File: config.mk
export PLATFORM = sky130hd
export DESIGN_NAME = mul_wb_buffer
export DESIGN_NICKNAME = d
export VERILOG_FILES = /design/src/rtl/mul_wb_buffer.sv
export SDC_FILE = /design/constraint.sdc
export NUM_CORES = 1
export LEC_CHECK = 0
export BUFFER_PORTS_ARGS = -buffer_cell sky130_fd_sc_hd__buf_4
export CORE_MARGIN = 10
export CORE_UTILIZATION = 60
export CTS_CLUSTER_DIAMETER = 30
export DETAILED_ROUTE_END_ITERATION = 10
export GPL_TIMING_DRIVEN = 0
export HOLD_SLACK_MARGIN = 0.05
export PLACE_DENSITY = 0.89
export RECOVER_POWER = 25
export SYNTH_ARGS = -nofsm -noshare
export SYNTH_HDL_FRONTEND = slang
export SYNTH_SLANG_ARGS = --single-unit
File: constraint.sdc
create_clock -name clk -period 27.1 [get_ports clk]
set_clock_uncertainty 0.15 [all_clocks]
set_input_delay 4.065 -clock clk [delete_from_list [all_inputs] [get_ports clk]]
set_output_delay 4.065 -clock clk [all_outputs]
set_load 0.01 [all_outputs]
File: src/rtl/mul_wb_buffer.sv
// mul_wb_buffer: result FIFO between the non-stallable multiplier pipeline and the
// shared writeback/ROB-completion port. Upstream issue is throttled by credits so that
// every legally issued multiply finds a free slot when it completes.
module mul_wb_buffer #(
  parameter int M_WIDTH  = 64,
  parameter int LG_ROB   = 6,
  parameter int LG_PRF   = 7,
  parameter int LG_DEPTH = 3
) (
  input  logic                clk,
  input  logic                reset,
  input  logic                go_in,
  input  logic                mul_complete,
  input  logic [LG_ROB-1:0]   mul_rob_ptr,
  input  logic                mul_prf_val,
  input  logic [LG_PRF-1:0]   mul_prf_ptr,
  input  logic [M_WIDTH-1:0]  mul_y,
  output logic                can_issue,
  output logic                wb_valid,
  input  logic                wb_ready,
  output logic [LG_ROB-1:0]   wb_rob_ptr,
  output logic                wb_prf_val,
  output logic [LG_PRF-1:0]   wb_prf_ptr,
  output logic [M_WIDTH-1:0]  wb_data,
  output logic [LG_DEPTH:0]   occupancy,
  output logic                err_overflow
);

  localparam int DEPTH = 1 << LG_DEPTH;
  localparam logic [LG_DEPTH:0]   DEPTH_P = (LG_DEPTH+1)'(DEPTH);
  localparam logic [LG_DEPTH+1:0] DEPTH_S = (LG_DEPTH+2)'(DEPTH);

  logic [LG_ROB-1:0]  rob_mem [DEPTH];
  logic               pv_mem  [DEPTH];
  logic [LG_PRF-1:0]  prf_mem [DEPTH];
  logic [M_WIDTH-1:0] y_mem   [DEPTH];

  // Pointers carry one extra bit so full and empty are distinguishable.
  logic [LG_DEPTH:0]   wr_ptr, rd_ptr, inflight;
  logic [LG_DEPTH-1:0] wr_idx, rd_idx;
  logic [LG_DEPTH+1:0] credit_sum;
  logic                full, empty, pop, push_ok, go_ok, dec_ok, err_set;

  // Derived status and handshake terms, all from registered state plus inputs.
  always_comb begin
    wr_idx     = wr_ptr[LG_DEPTH-1:0];
    rd_idx     = rd_ptr[LG_DEPTH-1:0];
    occupancy  = wr_ptr - rd_ptr;
    full       = (occupancy == DEPTH_P);
    empty      = (occupancy == '0);
    credit_sum = {1'b0, occupancy} + {1'b0, inflight};
    can_issue  = (credit_sum < DEPTH_S);
    wb_valid   = !empty;
    pop        = wb_valid && wb_ready;
    // A full FIFO can still accept when the head leaves on the same edge.
    push_ok    = mul_complete && (!full || pop);
    go_ok      = go_in && can_issue;
    dec_ok     = mul_complete && (inflight != '0);
    err_set    = (go_in && !can_issue) ||
                 (mul_complete && full && !pop) ||
                 (mul_complete && (inflight == '0));
  end

  // Head payload; forced to zero while empty so stale storage never shows.
  always_comb begin
    wb_rob_ptr = '0;
    wb_prf_val = 1'b0;
    wb_prf_ptr = '0;
    wb_data    = '0;
    if (wb_valid) begin
      wb_rob_ptr = rob_mem[rd_idx];
      wb_prf_val = pv_mem[rd_idx];
      wb_prf_ptr = prf_mem[rd_idx];
      wb_data    = y_mem[rd_idx];
    end
  end

  // Entry storage; validity is tracked by the pointers, so no reset is needed here.
  always_ff @(posedge clk) begin
    if (push_ok) begin
      rob_mem[wr_idx] <= mul_rob_ptr;
      pv_mem[wr_idx]  <= mul_prf_val;
      prf_mem[wr_idx] <= mul_prf_ptr;
      y_mem[wr_idx]   <= mul_y;
    end
  end

  // Pointer, credit and error-flag state.
  always_ff @(posedge clk) begin
    if (reset) begin
      wr_ptr       <= '0;
      rd_ptr       <= '0;
      inflight     <= '0;
      err_overflow <= 1'b0;
    end else begin
      if (push_ok) wr_ptr <= wr_ptr + 1'b1;
      if (pop)     rd_ptr <= rd_ptr + 1'b1;
      // An illegal go is not counted; a spurious complete saturates at zero.
      if (go_ok && !dec_ok)      inflight <= inflight + 1'b1;
      else if (!go_ok && dec_ok) inflight <= inflight - 1'b1;
      if (err_set) err_overflow <= 1'b1;
    end
  end

endmodule

==> Word-level counts from Yosys, hierarchy flattened <==
Memory sizes are Yosys's and may differ from the RTL's. A register that Yosys moved wholly into a read port is not among the register bits.
Cells that the tools add are included.
{ "op_classes": {"order_cmp": 1, "n_addsub": 6, "n_eq_ne": 1, "mux": 16, "n_reduce_logical": 23} }
{ "ops": {"columns": ["op", "count"], "rows": [
  ["64-bit 2-to-1 mux", 1],
  ["3-bit 2-to-1 mux", 8],
  ["4-bit by 1-bit adder with 4-bit output (second input constant)", 3],
  ["1-bit logical AND", 10],
  ["4-bit zero test", 2],
  ["4-bit 2-to-1 mux", 2],
  ["7-bit 2-to-1 mux", 1],
  ["1-bit zero test", 6],
  ["6-bit 2-to-1 mux", 1],
  ["4-bit by 4-bit adder with 5-bit output", 1],
  ["5-bit by 4-bit < comparator with 1-bit output (second input constant)", 1],
  ["4-bit equality test (second input constant)", 1],
  ["4-bit nonzero test", 1],
  ["4-bit by 1-bit subtractor with 4-bit output (second input constant)", 1],
  ["4-bit subtractor", 1],
  ["1-bit logical OR", 3],
  ["1-bit 2-to-1 mux", 3],
  ["2-bit nonzero test", 1]
]} }
{ "word_totals": {"word_cells": 55, "mem_count": 4, "inputBits": 83, "out_inout_bits": 85, "ramBits": 624, "ff_bits": 13} }
{ "mem_list": {"columns": ["name", "depth", "word_bits", "rd", "rd_clocked_by_memory_dff", "write_ports", "line_no", "text"], "rows": [
  ["y_mem", 8, 64, 1, 1, 1, "36", "logic [M_WIDTH-1:0] y_mem [DEPTH];"],
  ["prf_mem", 8, 7, 1, 1, 1, "35", "logic [LG_PRF-1:0] prf_mem [DEPTH];"],
  ["rob_mem", 8, 6, 1, 1, 1, "33", "logic [LG_ROB-1:0] rob_mem [DEPTH];"],
  ["pv_mem", 8, 1, 1, 1, 1, "34", "logic pv_mem [DEPTH];"]
]} }

==> Logic depth before layout (Yosys ltp) <==
{ "depth": {"word_depth": 8, "mapped_depth": 16, "mapped_depth_nobuf": 16} }

==> Worst setup path before layout <==
No wires, ideal clock.
{ "synth_timing": {"path_type": "input to register", "from": "in wb_ready", "to": "mem prf_mem[2][0], enable pin", "path_stages": 3, "arrival_time_ns": 11.595, "n_path_buf": 1, "path_slack_ns": 14.649, "setup_time_ns": 0.706, "t_required_ns": 26.244, "path_cell_list": "a211oi_4 -> buf_6 -> nor4_1"} }
{ "synth_via": {"elab_chain_len": 5} }
{ "synth_lines": {"columns": ["item", "line_no", "text"], "rows": [
  ["start: declaration", "20", "input logic wb_ready,"],
  ["1-bit logical AND", "54", "pop = wb_valid && wb_ready;"],
  ["1-bit logical OR", "56", "push_ok = mul_complete && (!full || pop);"],
  ["1-bit logical AND", "56", null],
  ["1-bit 2-to-1 mux", "80", "if (push_ok) begin"],
  ["1-bit 2-to-1 mux (not written as such)", "83", "prf_mem[wr_idx] <= mul_prf_ptr;"],
  ["end: declaration", "35", null]
]} }
Every way passes these cells.

==> Final worst setup path <==
{ "layout_timing": {"from": "reg wr_ptr[0]", "to": "out wb_data[58]"} }
{ "layout_via": {"elab_chain_len": 3} }
{ "layout_lines": {"columns": ["item", "line_no", "text"], "rows": [
  ["start: declaration", "39", "logic [LG_DEPTH:0] wr_ptr, rd_ptr, inflight;"],
  ["start signal: assignment", "96", "if (push_ok) wr_ptr <= wr_ptr + 1'b1;"],
  ["4-bit subtractor", "48", "occupancy = wr_ptr - rd_ptr;"],
  ["4-bit zero test", "50", "empty = (occupancy == '0);"],
  ["64-bit 2-to-1 mux", "70", "if (wb_valid) begin"],
  ["end: declaration", "24", "output logic [M_WIDTH-1:0] wb_data,"]
]} }
Every way passes these cells.

==> impl_metrics.ini <==
[layout]
layout-drive-gt1-share = 0.359
fillers = 2054
area.sequential_um2 = 19100
fin_area_um2 = 30700
multiInputGateArea_um2 = 5290
final_nets = 1541
syn_to_final_growth_pct = 25.0

[clocking]
clkTransAtPathRegs_ps = 50
clock_latency_ps = 610
cts_inserted_buffers = 104
h-tree-depth = 3
root_buffer = clkbuf_16
cts_sinks = 640
cts-hold-fix-buffers = 0
cts_tree = yes
cts_resized = 0
clockBufferDepth = 3
cts_setup_buffers = 0

[timing]
final_max_slew_viol_count = 0
tightest_slew_ps = 1050
hold_viol = 0
final.min_clock_period_ps = 8060
rsz0062_at_grt = no
maxSlewHeadroom = 0.293
period_share = 0.297
timing.fmax_ghz = 0.124
fin_tns_setup_ps = 0
setup_viol = 0
hold_ws_ps = 315

[global_routing]
track_usage = 0.236
grt_max_degree = 27
grt_antenna_before_repair = 9
grt.overflow.total = 0
grt_pass1_vias = 13800
grt_pass1_wl_um = 87900

[flow_run]
drv_cap = 0

[place]
io_buffer_count = 167
hpwlAfterDp_um = 34600
placed_area_um2 = 27300
place_congestion = 0.766

[critical_path]
crit_type = reg -> out
end_kind = output pin
required_ps = 22890
reg2reg_depth = 16
cp_max_fo = 10
cp-start-kind = flip-flop
cp.arrival_ps = 3850

[yosys]
yosys.area_share.simple = 0.0215
synthArstFlopShare = 0
synth_edf_count = 624
yosys.area_share.xor_xnor = 0.00214
synth_ff_type = edfxtp_1
syn_avg_cell_area_um2 = 22.2
synth_adder_area_share = 0.00722
synth_compound_area_frac = 0.00687
synth_area_leaders = edfxtp_1 (76%), mux4_2 (14%), mux2i_1 (3.2%), nor2_1 (1.4%), dfxtp_1 (1.3%)
syn_inst = 1110
ys_ff_latch = 640
synth_top_family_by_area = multiplexers
synth_area_um2 = 24600
yosys.area.top_type = edfxtp_1
netlist.area_leader.share = 0.762
seq_area_frac_synth = 0.775
syn-num-nets = 1206
synth_warnings = 0
synth_cell_types = 38
synthMuxAreaShare = 0.175

[status]
status = completed

[routing]
vias_per_cell = 6.15
routed_wirelength_um = 58200
first_iter_violations = 1318
drtAntennaViolNets = 0
routedWlPerCell_um = 28.1
drc = 0
vias = 12700
drt_first_pass_iters = 5

[min_path]
hold_depth = 2
min_path_type = reg -> reg

[die]
core_area_um2 = 40600
top_level_ports = 168
die_area_um2 = 49500
die_h_um = 222
start_util = 0.605
row_count = 74
fp.dieW_um = 222

[power]
p_int_w = 0.00246
power_density_nw_per_um2 = 114
pwr-share-seq = 0.331
p_sw_frac = 0.299
leakage_nw = 10.2
clock_power_share = 0.381
vdd_drop_max_uv = 83.8
power_switching_w = 0.00105
share_comb_of_total_power = 0.288
==> per-stage QoR <==
stage	utilization	std cells	setup slack, ps	power [W]
detailed placement	0.672	1871	19730	0.00218
finish	0.756	2073	19040	0.00350
global route	0.756	2069	18820	0.00364
global placement	0.652	1809	7610	0.00215
floorplan	-	1110	14650	0.00175
CTS	0.760	2066	19050	0.00354
==> cells in the final DEF, fill, tap and decap left out, drive strengths merged, types with 3 or more instances in the layout <==
cell type,netlist,routed
nor2,90,90
ha,11,11
or3,7,7
clkinvlp,0,14
nand2b,3,3
dfxtp,16,16
inv,12,37
clkinv,0,31
clkbuf,25,190
mux2i,79,79
o21ai,7,7
diode,0,7
edfxtp,624,624
xor2,4,4
buf,30,206
a21oi,12,12
nor3,6,6
bufinv,0,13
nand2,4,4
mux4,156,156
==> state kept, by name (all words and copies together), names as in the netlist, named ones only <==
signal        cells
prf_mem          56
rob_mem          48
wr_ptr            4
pv_mem            8
y_mem           512
rd_ptr            4
err_overflow      1
inflight          4
==> cells in the mapped netlist (2+ instances only) <==
library cell    n
buf_1           5
fa_1            2
mux4_2        156
ha_1           11
buf_2          24
mux2i_1        79
nor2_1         90
or3_1           6
nand2_1         4
inv_1          11
nor4_1          2
o21ai_1         6
nor3_1          6
xor2_1          4
clkbuf_1       25
a21o_1          2
o31ai_1         2
or4_1           2
edfxtp_1      624
nand3b_1        2
xnor2_1         2
dfxtp_1        16
a21oi_1        12
nand2b_1        3
==> routing by layer <==
metal  track usage  up-vias  part of all wire
met1         0.291     6637              0.37
li1              -     5329                 -
met3        0.0579      127             0.080
met2         0.401      647              0.52
met5             0        -           0.00091
met4        0.0863        8             0.028
==> path summary, 6_finish.rpt <==
path	startpoint	end	slack [ps]
setup reg to reg	wr_ptr[0]$_SDFFE_PP0P_	inflight[3]$_SDFFE_PP0P_	22600
hold reg to reg	err_overflow$_SDFFE_PP0P_	err_overflow$_SDFFE_PP0P_	320
hold / removal	err_overflow$_SDFFE_PP0P_	err_overflow$_SDFFE_PP0P_	320
setup / recovery	wr_ptr[0]$_SDFFE_PP0P_	wb_data[58]	19040
==> kinds of logic after synthesis <==
| kind of cell | after synthesis |
|---|---|
| compound gates | 27 |
| xor+xnor | 6 |
| fa+ha+maj | 13 |
| buf+inv | 67 |
| flops | 640 |
| mux | 236 |
| simple gates | 121 |
==> power by group through the flow <==
| stage | Clock (W) | Combinational, W | Sequential, W |
|---|---|---|---|
| CTS | 0.00135 | 0.00103 | 0.00116 |
| global route | 0.00140 | 0.00108 | 0.00116 |
| detailed placement | 0 | 0.00100 | 0.00118 |
| floorplan | 0 | 0.000573 | 0.00118 |
| global placement | 0 | 0.000965 | 0.00119 |
| finish | 0.00134 | 0.00101 | 0.00116 |
==> worst max-delay path, stage by stage (launching register included) <==
cell and delay, ps:
dfxtp_1 480, inv_1 120, ha_1 230, inv_1 70
fa_1 490, nor3_1 260, and3_1 240, buf_2 400
clkbuf_1 530, nor2_1 210, buf_4 200
==> layout make-up <==
| class | count | area share |
|---|---|---|
| clock inverters | 83 | 0.0297 |
| inverters | 12 | 0.00147 |
| clock buffers | 112 | 0.0878 |
| diodes | 7 | 0.000570 |
| repair buffers | 229 | 0.0584 |
| well taps | 532 | 0.0217 |
| flip-flops and latches | 640 | 0.620 |
| plain buffers | 55 | 0.00794 |
| multi-input cells | 403 | 0.172 |
No activity file was read; power rests on OpenSTA's default activity.
